`config.mk`:
```
export PLATFORM = sky130hd
export DESIGN_NAME = ldpc_cn_scheduler
export DESIGN_NICKNAME = d
export VERILOG_FILES = /design/src/rtl/ldpc_pkg.sv /design/src/rtl/ldpc_cn_scheduler_check_node.sv /design/src/rtl/ldpc_cn_scheduler.sv
export SDC_FILE = /design/constraint.sdc
export NUM_CORES = 1
export LEC_CHECK = 0
export CORE_ASPECT_RATIO = 0.7
export CORE_MARGIN = 2
export CORE_UTILIZATION = 60
export DETAILED_ROUTE_END_ITERATION = 10
export GPL_TIMING_DRIVEN = 1
export HOLD_SLACK_MARGIN = 0.08
export PLACE_DENSITY_LB_ADDON = 0.08
export REMOVE_ABC_BUFFERS = 1
export SYNTH_ARGS = -nofsm -noshare
export SYNTH_HDL_FRONTEND = slang
export SYNTH_SLANG_ARGS = --single-unit
```
`constraint.sdc`:
```
create_clock -name clk -period 19.8 [get_ports clk]
set_clock_uncertainty 0.05 [all_clocks]
set_input_delay 3.96 -clock clk [delete_from_list [all_inputs] [get_ports clk]]
set_output_delay 3.96 -clock clk [all_outputs]
set_load 0.02 [all_outputs]
```
`src/rtl/ldpc_pkg.sv`:
```
// ldpc_pkg: shared constants and types for the LDPC check-node scheduler.
//   MSG_W    - width of one beta/alpha message (6-bit two's complement)
//   MAG_W    - width of a message magnitude (sign stripped)
//   CN_DEG   - check-node degree (messages per row)
//   PACKED_W - width of one packed row of messages
//   state_e  - scheduler FSM state encoding
package ldpc_pkg;

  localparam int MSG_W    = 6;
  localparam int MAG_W    = MSG_W - 1;
  localparam int CN_DEG   = 4;
  localparam int PACKED_W = MSG_W * CN_DEG;

  typedef enum logic [2:0] {
    ST_IDLE    = 3'd0,
    ST_READ    = 3'd1,
    ST_CAPTURE = 3'd2,
    ST_WRITE   = 3'd3,
    ST_EVAL    = 3'd4,
    ST_DONE    = 3'd5
  } state_e;

endpackage

```
`src/rtl/ldpc_cn_scheduler_check_node.sv`:
```
// check_node: combinational degree-4 min-sum check-node unit.
//   beta_i  [PACKED_W] - {beta4,beta3,beta2,beta1}, two's complement each
//   alpha_o [PACKED_W] - {alpha4,alpha3,alpha2,alpha1}; each alpha carries the
//                        product of the other three signs and the smallest
//                        magnitude among the other three messages.
module check_node
  import ldpc_pkg::*;
(
  input  logic [PACKED_W-1:0] beta_i,
  output logic [PACKED_W-1:0] alpha_o
);

  logic [CN_DEG-1:0] sgn;
  logic [MAG_W-1:0]  mag     [CN_DEG];
  logic [MAG_W-1:0]  out_mag [CN_DEG];
  logic [MAG_W-1:0]  min1;
  logic [MAG_W-1:0]  min2;
  logic [1:0]        min1_idx;
  logic              sgn_all;

  // Magnitude of the most negative code cannot be represented, so it
  // saturates to the largest positive magnitude.
  always_comb begin
    for (int i = 0; i < CN_DEG; i++) begin
      sgn[i] = beta_i[i*MSG_W + MSG_W-1];
      if (!sgn[i])
        mag[i] = beta_i[i*MSG_W +: MAG_W];
      else if (beta_i[i*MSG_W +: MAG_W] == '0)
        mag[i] = '1;
      else
        mag[i] = (~beta_i[i*MSG_W +: MAG_W]) + MAG_W'(1);
    end
  end

  // Strict less-than keeps the lower index as min1 when magnitudes tie.
  always_comb begin
    min1     = mag[0];
    min1_idx = 2'd0;
    min2     = '1;
    for (int i = 1; i < CN_DEG; i++) begin
      if (mag[i] < min1) begin
        min2     = min1;
        min1     = mag[i];
        min1_idx = 2'(i);
      end else if (mag[i] < min2) begin
        min2 = mag[i];
      end
    end
  end

  assign sgn_all = ^sgn;

  // XOR with the total sign removes each message's own sign contribution.
  always_comb begin
    alpha_o = '0;
    for (int i = 0; i < CN_DEG; i++) begin
      out_mag[i] = (min1_idx == 2'(i)) ? min2 : min1;
      alpha_o[i*MSG_W +: MSG_W] = (sgn_all ^ sgn[i]) ? -{1'b0, out_mag[i]}
                                                     :  {1'b0, out_mag[i]};
    end
  end

endmodule

```
`src/rtl/ldpc_cn_scheduler.sv`:
```
// ldpc_cn_scheduler: iterative decode controller time-sharing one check_node
// across NUM_ROWS parity-check rows of an external message RAM.
//   clk, rst_n         - clock, asynchronous active-low reset
//   start              - decode request, honoured only in IDLE
//   busy, done         - activity flag, one-cycle completion pulse
//   parity_ok          - all rows satisfied on the final iteration
//   iter_count         - iterations completed in the current/last decode
//   rd_en/rd_addr      - RAM read request (registered), data returns next cycle
//   rd_data            - packed betas from RAM
//   wr_en/wr_addr/wr_data - RAM write of packed alphas, valid in WRITE only
module ldpc_cn_scheduler
  import ldpc_pkg::*;
#(
  parameter int NUM_ROWS = 8,
  parameter int ROW_W    = 3,
  parameter int MAX_ITER = 10,
  parameter int ITER_W   = 4
) (
  input  logic                clk,
  input  logic                rst_n,
  input  logic                start,
  output logic                busy,
  output logic                done,
  output logic                parity_ok,
  output logic [ITER_W-1:0]   iter_count,
  output logic                rd_en,
  output logic [ROW_W-1:0]    rd_addr,
  input  logic [PACKED_W-1:0] rd_data,
  output logic                wr_en,
  output logic [ROW_W-1:0]    wr_addr,
  output logic [PACKED_W-1:0] wr_data
);

  localparam logic [ROW_W-1:0]  LAST_ROW   = ROW_W'(NUM_ROWS - 1);
  localparam logic [ITER_W-1:0] ITER_LIMIT = ITER_W'(MAX_ITER);

  state_e              state_q,   state_d;
  logic [ROW_W-1:0]    row_q,     row_d;
  logic [ITER_W-1:0]   iter_q,    iter_d;
  logic                synd_q,    synd_d;
  logic                parity_q,  parity_d;
  logic                busy_q,    busy_d;
  logic                done_q,    done_d;
  logic                rd_en_q,   rd_en_d;
  logic [ROW_W-1:0]    rd_addr_q, rd_addr_d;
  logic [PACKED_W-1:0] beta_q,    beta_d;
  logic [PACKED_W-1:0] cn_alpha;
  logic [ITER_W-1:0]   iter_inc;
  logic                row_parity;

  check_node u_check_node (
    .beta_i  (beta_q),
    .alpha_o (cn_alpha)
  );

  assign iter_inc = iter_q + ITER_W'(1);

  // Hard-decision parity of the incoming row: XOR of the four sign bits.
  always_comb begin
    row_parity = 1'b0;
    for (int i = 0; i < CN_DEG; i++)
      row_parity = row_parity ^ rd_data[i*MSG_W + MSG_W-1];
  end

  // Next-state logic; rd_en/rd_addr are set on entry to READ so that they
  // are registered and high exactly during the READ cycle.
  always_comb begin
    state_d   = state_q;
    row_d     = row_q;
    iter_d    = iter_q;
    synd_d    = synd_q;
    parity_d  = parity_q;
    busy_d    = busy_q;
    done_d    = 1'b0;
    rd_en_d   = 1'b0;
    rd_addr_d = rd_addr_q;
    beta_d    = beta_q;
    case (state_q)
      ST_IDLE: begin
        if (start) begin
          row_d     = '0;
          iter_d    = '0;
          synd_d    = 1'b0;
          parity_d  = 1'b0;
          busy_d    = 1'b1;
          rd_en_d   = 1'b1;
          rd_addr_d = '0;
          state_d   = ST_READ;
        end
      end
      ST_READ: begin
        state_d = ST_CAPTURE;
      end
      ST_CAPTURE: begin
        beta_d  = rd_data;
        synd_d  = synd_q | row_parity;
        state_d = ST_WRITE;
      end
      ST_WRITE: begin
        if (row_q == LAST_ROW) begin
          row_d   = '0;
          state_d = ST_EVAL;
        end else begin
          row_d     = row_q + ROW_W'(1);
          rd_en_d   = 1'b1;
          rd_addr_d = row_q + ROW_W'(1);
          state_d   = ST_READ;
        end
      end
      ST_EVAL: begin
        iter_d = iter_inc;
        if (!synd_q) begin
          parity_d = 1'b1;
          done_d   = 1'b1;
          state_d  = ST_DONE;
        end else if (iter_inc == ITER_LIMIT) begin
          parity_d = 1'b0;
          done_d   = 1'b1;
          state_d  = ST_DONE;
        end else begin
          synd_d    = 1'b0;
          rd_en_d   = 1'b1;
          rd_addr_d = row_q;
          state_d   = ST_READ;
        end
      end
      ST_DONE: begin
        busy_d  = 1'b0;
        state_d = ST_IDLE;
      end
      default: begin
        busy_d  = 1'b0;
        state_d = ST_IDLE;
      end
    endcase
  end

  always_ff @(posedge clk or negedge rst_n) begin
    if (!rst_n) begin
      state_q   <= ST_IDLE;
      row_q     <= '0;
      iter_q    <= '0;
      synd_q    <= 1'b0;
      parity_q  <= 1'b0;
      busy_q    <= 1'b0;
      done_q    <= 1'b0;
      rd_en_q   <= 1'b0;
      rd_addr_q <= '0;
      beta_q    <= '0;
    end else begin
      state_q   <= state_d;
      row_q     <= row_d;
      iter_q    <= iter_d;
      synd_q    <= synd_d;
      parity_q  <= parity_d;
      busy_q    <= busy_d;
      done_q    <= done_d;
      rd_en_q   <= rd_en_d;
      rd_addr_q <= rd_addr_d;
      beta_q    <= beta_d;
    end
  end

  // Write port is decoded from the state so an asynchronous reset kills an
  // in-flight write immediately.
  assign wr_en      = (state_q == ST_WRITE);
  assign wr_addr    = wr_en ? row_q    : '0;
  assign wr_data    = wr_en ? cn_alpha : '0;

  assign busy       = busy_q;
  assign done       = done_q;
  assign parity_ok  = parity_q;
  assign iter_count = iter_q;
  assign rd_en      = rd_en_q;
  assign rd_addr    = rd_addr_q;

endmodule

```
Yosys cells after proc, flatten, opt, wreduce, memory -nomap -nowiden
Cells that the tools add are included.

cells by class
  add/subtract/negate cells = 10
  multiply operators = 0
  reduce and logical (&&, ||, !) cells = 18
  div/mod/pow operators = 0
  bitwise gates (word level) = 13
  multiplexer cells = 60
  $lt $le $gt $ge = 6
  shift-type cells = 0
  eq/ne operators = 14

operators with widths
  cell                 count
  $mux 5               21
  $mux 3               10
  $lt 5x5->1           5
  $mux 24              1
  $mux 6               4
  $neg 5->6            4
  $add 5x1->5 const B  4
  $logic_not 5->1      4
  $not 5->5            4
  $pmux 3 s5           1
  $mux 1               13
  $pmux 3 s3           1
  $ne 2x2->1 const B   4
  $pmux 4 s2           1
  $reduce_and 2->1     4
  $xor 1x1->1          7
  $eq 3x2->1 const B   2
  $eq 3x3->1 const B   2
  $pmux 1 s3           2
  $pmux 3 s2           1
  $reduce_bool 3->1    2
  $lt 5x5->1 const B   1
  $reduce_and 5->1     1
  $add 4x1->4 const B  1
  other kinds (17)     21

word-level totals
  word-level logic and storage cells = 131
  memory bits (writable) = 0
  register bits = 42
  bits of input ports = 27
  memory bits (read-only) = 0
  output and inout bits = 39
  memories kept = 0
  latch bits = 0

Depth between registers and ports, before layout
Gate-level depths: netlist (run 1).

  depth in word-level cells = 17
  gate-level depth with buffers = 34
  gate-level depth less buffers = 32

Cells and area by module
A second synthesis (run 1) with hierarchy kept.

unflattened totals
  cell total of the unflattened synthesis = 528
  area, all modules = 4377.9 um^2

modules (own cells, without submodules)
  module             cells an instance  times used  sequential area each (um^2)  area each (um^2)
  check_node         357                1           0.0                          2388.5
  ldpc_cn_scheduler  171                1           1051.0                       1989.4

Least setup slack after synthesis (run 1)
Ideal clock, no wire load.

  path kind = register to output
  start point = register beta_q[0]
  end point = output wr_data[4]
  path buffers = 1
  data required time = 15790 ps
  slack = 8924 ps
  arrival time = 6866 ps
  stages on the path, launching flop included = 30
  cells stage by stage = dfrtp_1 -> inv_1 -> ha_1 -> or3b_4 -> o21ai_0 -> inv_1 -> ha_1 -> a21o_1 -> o221ai_2 -> nand2_1 -> o21ai_0 -> ha_1 -> a21o_1 -> a21oi_1 -> nand2_1 -> o31a_1 -> buf_2 -> o221a_2 -> or2_2 -> ha_1 -> a311oi_1 -> o21ai_1 -> a31o_2 -> o21ai_4 -> mux2i_1 -> mux2i_1 -> ha_1 -> a31o_2 -> or3_1 -> a21oi_1

on the way
  longest elaborated chain between the ends = 16
  elaborated cells between the ends (all ways) = 26
  those cells by class = add/sub: 2; order compare: 5; mux: 16; bitwise: 1; reduce/logical: 2

ends and longest elaborated chain
  item                    line                                RTL
  start, declared         ldpc_cn_scheduler.sv:46             logic [PACKED_W-1:0] beta_q, beta_d;
  start signal, assigned  ldpc_cn_scheduler.sv:160            beta_q <= beta_d;
  $not 5->5               ldpc_cn_scheduler_check_node.sv:31  mag[i] = (~beta_i[i*MSG_W +: MAG_W]) + MAG_W'(1);
  $add 5x1->5             ldpc_cn_scheduler_check_node.sv:31
  $mux 5                  ldpc_cn_scheduler_check_node.sv:28  else if (beta_i[i*MSG_W +: MAG_W] == '0)
  $mux 5 *                ldpc_cn_scheduler_check_node.sv:26  if (!sgn[i])
  $lt 5x5->1              ldpc_cn_scheduler_check_node.sv:41  if (mag[i] < min1) begin
  $mux 5                  ldpc_cn_scheduler_check_node.sv:41
  $lt 5x5->1              ldpc_cn_scheduler_check_node.sv:45  end else if (mag[i] < min2) begin
  $mux 5                  ldpc_cn_scheduler_check_node.sv:45
  $mux 5                  ldpc_cn_scheduler_check_node.sv:41
  $lt 5x5->1              ldpc_cn_scheduler_check_node.sv:45
  $mux 5                  ldpc_cn_scheduler_check_node.sv:45
  $mux 5                  ldpc_cn_scheduler_check_node.sv:41
  $mux 5 *                ldpc_cn_scheduler_check_node.sv:57  out_mag[i] = (min1_idx == 2'(i)) ? min2 : min1;
  $neg 5->6               ldpc_cn_scheduler_check_node.sv:58  alpha_o[i*MSG_W +: MSG_W] = (sgn_all ^ sgn[i]) ? -{1'b0, out_mag[i]}
  $mux 6 *                ldpc_cn_scheduler_check_node.sv:58
  $mux 24 *               ldpc_cn_scheduler.sv:168            assign wr_data = wr_en ? cn_alpha : '0;
  end, declared           ldpc_cn_scheduler.sv:31             output logic [PACKED_W-1:0] wr_data

Mark *: on every way between the ends. The rest lies on a longest branch, timed or not.

Final worst setup path (run 1)
  start point = register beta_q[0]
  end point = output wr_data[16]

The elaborated chain is that of the path after synthesis.

==> results of run 1 <==
==> through the flow <==
stage	area, µm²	setup WS, ns	hold WS (ns)	std cells
finish	5140	6.85	0.454	680
global route	5140	6.25	0.476	680
CTS	5140	7.05	0.457	680
detailed placement	5020	7.44	0.429	672
global placement	5020	7.66	0.420	672
floorplan	4240	8.98	0.444	511
==> per-layer routing <==
layer | vias up | track usage [%] | wire (µm)
met5 | - | 0 | 0
met1 | 2095 | 45.0 | 5530
li1 | 2094 | - | -
met3 | 26 | 5.37 | 1150
met2 | 224 | 52.0 | 5400
met4 | 0 | 6.22 | 182
==> tightest hold or removal path, cell delays in order, from the launching register on <==
cell and delay [ns]:
dfrtp_1 0.36, nand2_1 0.05, o21ai_0 0.06
==> worst max path at each step <==
| stage | depth (start not counted) | start | end | slack [ns] |
|---|---|---|---|---|
| 4_1_cts | 30 | beta_q[0]$_DFFE_PN0P_ | wr_data[4] | 7.05 |
| 3_5_place_dp | 30 | beta_q[0]$_DFFE_PN0P_ | wr_data[4] | 7.44 |
| 5_1_grt | 30 | beta_q[0]$_DFFE_PN0P_ | wr_data[4] | 6.25 |
| 3_3_place_gp | 30 | beta_q[0]$_DFFE_PN0P_ | wr_data[4] | 7.66 |
| 2_1_floorplan | 28 | beta_q[0]$_DFFE_PN0P_ | wr_data[4] | 8.98 |
| 6_report | 31 | beta_q[0]$_DFFE_PN0P_ | wr_data[16] | 6.85 |
==> registers in the layout, summed over array words and instances (netlist names) <==
name,flops
beta_q,24
iter_count,4
rd_addr,3
row_q,3
state_q,3
busy,1
done,1
parity_ok,1
rd_en,1
synd_q,1
==> cells by family after synthesis <==
group	Yosys count
AO/OA/AOI/OAI	197
AND/OR/NAND/NOR	171
buffers and inverters	42
flip-flops	42
multiplexers	29
adder cells (fa/ha/maj)	27
XOR/XNOR	22
==> Yosys cell counts (3+ instances only) <==
cell	n	area share, %
or2_2	3	0.43
o311a_1	3	0.70
xor2_1	7	1.4
o211ai_1	9	1.6
nand3_1	9	1.0
clkbuf_1	14	1.2
a21oi_1	33	3.8
a31o_2	6	1.2
nor3b_1	6	1.0
o31ai_1	6	1.0
a21o_1	9	1.6
dfrtp_1	42	24
and3_1	4	0.58
o21a_1	6	1.0
o21ai_1	4	0.46
buf_2	4	0.46
mux2_2	17	4.4
nand2b_1	5	0.72
inv_1	23	2.0
and2_1	13	1.9
a211oi_1	11	1.9
xnor2_1	15	3.0
nor3_1	12	1.4
mux2i_1	10	2.3
nor2b_1	5	0.72
o22ai_1	4	0.58
nor2_1	45	3.9
o21ai_0	51	5.9
ha_1	27	7.8
or3_1	5	0.72
nand2_1	52	4.5
a31oi_1	7	1.0
a311oi_1	6	1.2
==> area by class of cell <==
type | count | area (µm²)
Multi-Input combinational cell | 446 | 3110
Fill cell | 491 | 1710
Sequential cell | 42 | 1050
Timing Repair Buffer | 67 | 661
Tap cell | 94 | 118
Inverter | 23 | 86.3
Clock buffer | 5 | 68.8
Clock inverter | 3 | 48.8
==> layout by cell type, fill, tap and decap left out, drive strengths merged, types with 14 or more instances in the layout <==
cell type	n
dfrtp	42
clkdlybuf4s50	64
ha	27
a21oi	33
o21ai	57
nor3	14
nor2	47
nand2	53
xnor2	15
inv	24
mux2	18
==> out/results.tsv, run 1 <==
stage	metric	value	unit
status	status	complete, no violations	
sta	setup_tns	0	ns
sta	Max Freq	0.0772	GHz
drt	post-route ant nets	0	
finish	number of antenna diodes	0	
setup_path	Crit. End Element	output pin	
setup_path	biggest cell delay along the critical path	0.67	ns
yosys	Synth Area in Compound Gates	32.6	%
floorplanning	die width	105	µm
grt	GRT Total Usage	31.7	%
yosys	Synth Area per Inst	8.14	µm²
yosys	share of flip-flops with an asynchronous set or reset	100	%
floorplanning	core area	6850	µm²
yosys	number of flops mapped to enable cells by yosys	0	
sta	Slew @ Worst Pin	0.974	ns
finish	area grow syn2layout	19.1	%
yosys	post-synthesis sequential area ratio	24.4	%
sta	endpoints failing hold	0	
cts	Setup Buffers After CTS	0	
hold_path	worst hold stages	2	
grt	grt ovf	0	
drt	DRC errors left	0	
setup_path	reg-to-reg endpoint	row_q[0]$_DFFE_PN0P_	
drt	Iteration-0 DRC Markers	400	
cts	cts hold-fix bufs	0	
drt	1st-pass router iterations	5	
hold_path	hold path start	rd_addr[0]$_DFFE_PN0P_	
drt	Via density	6.53	
setup_path	RR Startpoint	state_q[2]$_DFFE_PN0P_	
yosys	largest family of logic cells by synthesized area	compound AO/OA/AOI/OAI gates	
floorplanning	io pins	66	
yosys	predominant post-synthesis flop cell	dfrtp_1	
yosys	Distinct cells, synth	81	
floorplanning	Die Area	7900	µm²
setup_path	critical path type	reg -> out	
yosys	Warnings, synthesis	0	
cts	root buffer cell	clkbuf_8	
cts	Clock Latency Late Sink	0.31	ns
sta	Slew Limit Fails	0	
cts	clk buf depth	2	
placement	Final HPWL DP	9450	µm
finish	nets	639	
setup_path	Register-to-Register Path Depth	4	
setup_path	Worst EP required	15.79	ns
cts	CTS Buf Count	5	
sta	fin crit period	12.95	ns
yosys	register bit total from synthesis	42	
cts	H-tree depth	2	
drt	final wirelength	12300	µm
setup_path	Worst Setup Start Kind	flop	
job	max cap viols	0	
placement	IO Port Bufs	65	
grt	vias in the first global route	4065	
grt	first-pass GRT wire length	19900	µm
grt	largest net degree at the start of global routing	43	
hold_path	Hold Crit Endpoint	rd_addr[0]$_DFFE_PN0P_	
setup_path	CP Max Fanout	13	
yosys	Simple-Gate Fraction of Synth Area	19.6	%
hold_path	Hold Path Class	reg -> reg	
finish	post-layout util	75.0	%
grt	initial antenna violation count	0	
sta	relative slew slack	34.8	%
floorplanning	Die Y	75.0	µm
setup_path	CP max-delay cell	clkdlybuf4s50_1	
setup_path	CP top delay family	compound AO/OA/AOI/OAI gates	
setup_path	flop2flop setup slack	17.12	ns
cts	clk sinks	42	
sta	RSZ-0062 raised after global routing	false	
drt	wire length per cell	18.0	µm
yosys	mux share of post-synthesis cell area	7.34	%
drt	via count	4439	
sta	fin crit share	65.4	%
setup_path	most used cell, CP	ha_1	
cts	Clock Pin Slew Worst Setup and Hold Paths	0.09	ns
cts	post_cts resized	0	
yosys	Cells after Synth	530	
setup_path	worst path bufs/invs	2	
setup_path	crit path DAT	8.94	ns
floorplanning	starting density of the core	63.0	%
finish	share of cells above drive strength 1	10.4	%
yosys	synthesized cell area	4320	µm²
placement	routability cong.	0.925	
yosys	adder-cell share of the synthesized area	7.83	%
cts	TritonCTS clock tree	yes	
floorplanning	FP Rows	25	
sta	Setup violations, final	0	
yosys	xor/xnor share of the synthesized area	4.47	%
Power of run 1 is not shown: default switching activity piles up to over one toggle a cycle in this logic, so the estimate is an artifact.
==> run 2, diff against run 1 <==
--- a/config.mk
+++ b/config.mk
@@ -7,7 +7,7 @@
 export LEC_CHECK = 0
 export CORE_ASPECT_RATIO = 0.7
 export CORE_MARGIN = 2
-export CORE_UTILIZATION = 60
+export CORE_UTILIZATION = 56
 export DETAILED_ROUTE_END_ITERATION = 10
 export GPL_TIMING_DRIVEN = 1
 export HOLD_SLACK_MARGIN = 0.08
==> constraint.sdc (replaced) <==
create_clock -name clk -period 12.7 [get_ports clk]
set_clock_uncertainty 0.05 [all_clocks]
set_input_delay 2.54 -clock clk [delete_from_list [all_inputs] [get_ports clk]]
set_output_delay 2.54 -clock clk [all_outputs]
set_load 0.02 [all_outputs]
==> run 2 against run 1 <==
Register-to-register slack got worse by 7.1 ns; sequential share of layout area rose by 0.14 points; design area fell by 0.66%; setup slack got worse by 5.5 ns; die area rose by 6.8%; first-iteration DRC count rose by 3.5%; cell count rose by 0.44%; count of clock-buffer cells in the layout rose by 1; wire length fell by 3.4%; global-route usage fell by 3.4 points; worst hold slack got worse by 0.015 ns; non-clock buffer count fell by 1; highest routed layer unchanged.
==> out/results.tsv, run 2 (synthesized netlist as in run 1, its figures left out) <==
stage	metric	value	unit	change
status	status	complete, no violations		unchanged
sta	fin crit share	89.3	%	
cts	post_cts resized	0		unchanged
finish	share of cells above drive strength 1	10.1	%	was 10.4%
sta	RSZ-0062 raised after global routing	false		unchanged
cts	H-tree depth	2		unchanged
finish	most frequent cells in the layout	clkdlybuf4s50_1, nand2_1, o21ai_0, nor2_1, dfrtp_1		unchanged
setup_path	CP Max Fanout	13		unchanged
cts	Clock Pin Slew Worst Setup and Hold Paths	0.08	ns	was 0.09 ns
job	max cap viols	0		unchanged
drt	Via density	6.36		was 6.53
floorplanning	io pins	66		unchanged
setup_path	CP top delay family	compound AO/OA/AOI/OAI gates		unchanged
setup_path	critical path type	reg -> out		unchanged
floorplanning	FP Rows	26		was 25
setup_path	Crit. End Element	output pin		unchanged
drt	wire length per cell	17.3	µm	was 18.0 µm
cts	Clock Latency Late Sink	0.29	ns	was 0.31 ns
grt	vias in the first global route	3969		was 4,065
sta	Setup violations, final	0		unchanged
drt	post-route ant nets	0		unchanged
cts	clk buf depth	2		unchanged
setup_path	most used cell, CP	ha_1		unchanged
hold_path	hold path start	rd_addr[0]$_DFFE_PN0P_		unchanged
sta	endpoints failing hold	0		unchanged
grt	GRT Total Usage	28.3	%	was 31.7%
sta	Slew Limit Fails	0		unchanged
finish	Filler cells	605		was 491
grt	initial antenna violation count	0		unchanged
setup_path	biggest cell delay along the critical path	0.65	ns	was 0.67 ns
setup_path	crit path launch	beta_q[0]$_DFFE_PN0P_		unchanged
floorplanning	die width	109	µm	was 105 µm
setup_path	crit path DAT	8.75	ns	was 8.94 ns
floorplanning	Die Y	77.4	µm	was 75.0 µm
setup_path	CP max-delay cell	clkdlybuf4s50_1		unchanged
floorplanning	Die Area	8440	µm²	was 7900 µm²
floorplanning	starting density of the core	58.4	%	was 63.0%
drt	DRC errors left	0		unchanged
sta	setup_tns	0	ns	unchanged
placement	IO Port Bufs	65		unchanged
setup_path	Worst EP required	10.11	ns	was 15.79 ns
cts	cts hold-fix bufs	0		unchanged
drt	final wirelength	11800	µm	was 12,300 µm
cts	TritonCTS clock tree	yes		unchanged
finish	nets	638		was 639
finish	Top reg by flops	beta_q		unchanged
cts	root buffer cell	clkbuf_8		unchanged
finish	number of antenna diodes	0		unchanged
placement	routability cong.	0.978		was 0.925
finish	number of flip-flops in the largest register	24		unchanged
drt	Iteration-0 DRC Markers	414		was 400
grt	grt ovf	0		unchanged
drt	via count	4345		was 4,439
sta	Slew @ Worst Pin	0.952	ns	was 0.974 ns
sta	Max Freq	0.0882	GHz	
floorplanning	core area	7380	µm²	was 6850 µm²
finish	commonest non-fill, non-tap cell in the layout	clkdlybuf4s50_1		unchanged
placement	Final HPWL DP	9250	µm	was 9450 µm
sta	fin crit period	11.34	ns	
setup_path	worst path bufs/invs	2		unchanged
cts	clk sinks	42		unchanged
grt	first-pass GRT wire length	19400	µm	was 19,900 µm
setup_path	RR Startpoint	state_q[2]$_DFFE_PN0P_		unchanged
grt	largest net degree at the start of global routing	43		unchanged
setup_path	Worst Setup Start Kind	flop		unchanged
drt	1st-pass router iterations	5		unchanged
sta	relative slew slack	36.3	%	was 34.8%
finish	area grow syn2layout	18.3	%	was 19.1%
hold_path	Hold Path Class	reg -> reg		unchanged
cts	Setup Buffers After CTS	0		unchanged
cts	CTS Buf Count	5		unchanged
==> run 2: worst paths after layout <==
path | to | slack (ns) | depth (start not counted)
min in group asynchronous | rd_addr[1]$_DFFE_PN0P_ | 2.32 | 1
max reg2reg | row_q[0]$_DFFE_PN0P_ | 10.01 | 4
min reg2reg | rd_addr[0]$_DFFE_PN0P_ | 0.44 | 2
min | rd_addr[0]$_DFFE_PN0P_ | 0.44 | 2
max in group asynchronous | iter_count[3]$_DFFE_PN0P_ | 9.70 | 1
max | wr_data[4] | 1.36 | 30
==> run 2: layout make-up <==
cell class	instances	area (µm²)	share of cell area [%]
sequential	42	1050	20.6
clock buffer	6	72.6	1.42
timing repair buffer	66	653	12.8
tap	98	123	2.40
clock inverter	2	13.8	0.270
multi-input combinational	446	3110	60.8
inverter	23	86.3	1.69
==> run 2: metrics by stage <==
stage,instances,instance area [µm²],utilization [%],setup slack (ns),hold WS (ns)
2_1_floorplan,511,4240,-,3.30,0.444
3_3_place_gp,675,5020,68.0,1.92,0.414
3_5_place_dp,675,5020,68.0,1.79,0.422
4_1_cts,683,5110,69.1,1.46,0.441
5_1_grt,683,5110,69.1,0.565,0.487
6_report,683,5110,69.1,1.36,0.438
==> run 2: routing by layer <==
layer | track usage, % | share of wire (%)
met1 | 42.1 | 49
met2 | 43.9 | 43
met3 | 5.21 | 7.4
met4 | 2.95 | 0.73
met5 | 0 | 0
==> run 2: worst min-delay path, delay by kind of cell, from the launching register on <==
family | cells | cell delay [ns]
AOI/OAI and AO/OA | 1 | 0.06
DFF | 1 | 0.35
and+or+nand+nor | 1 | 0.04
Power of run 2 is left out for the same reason.
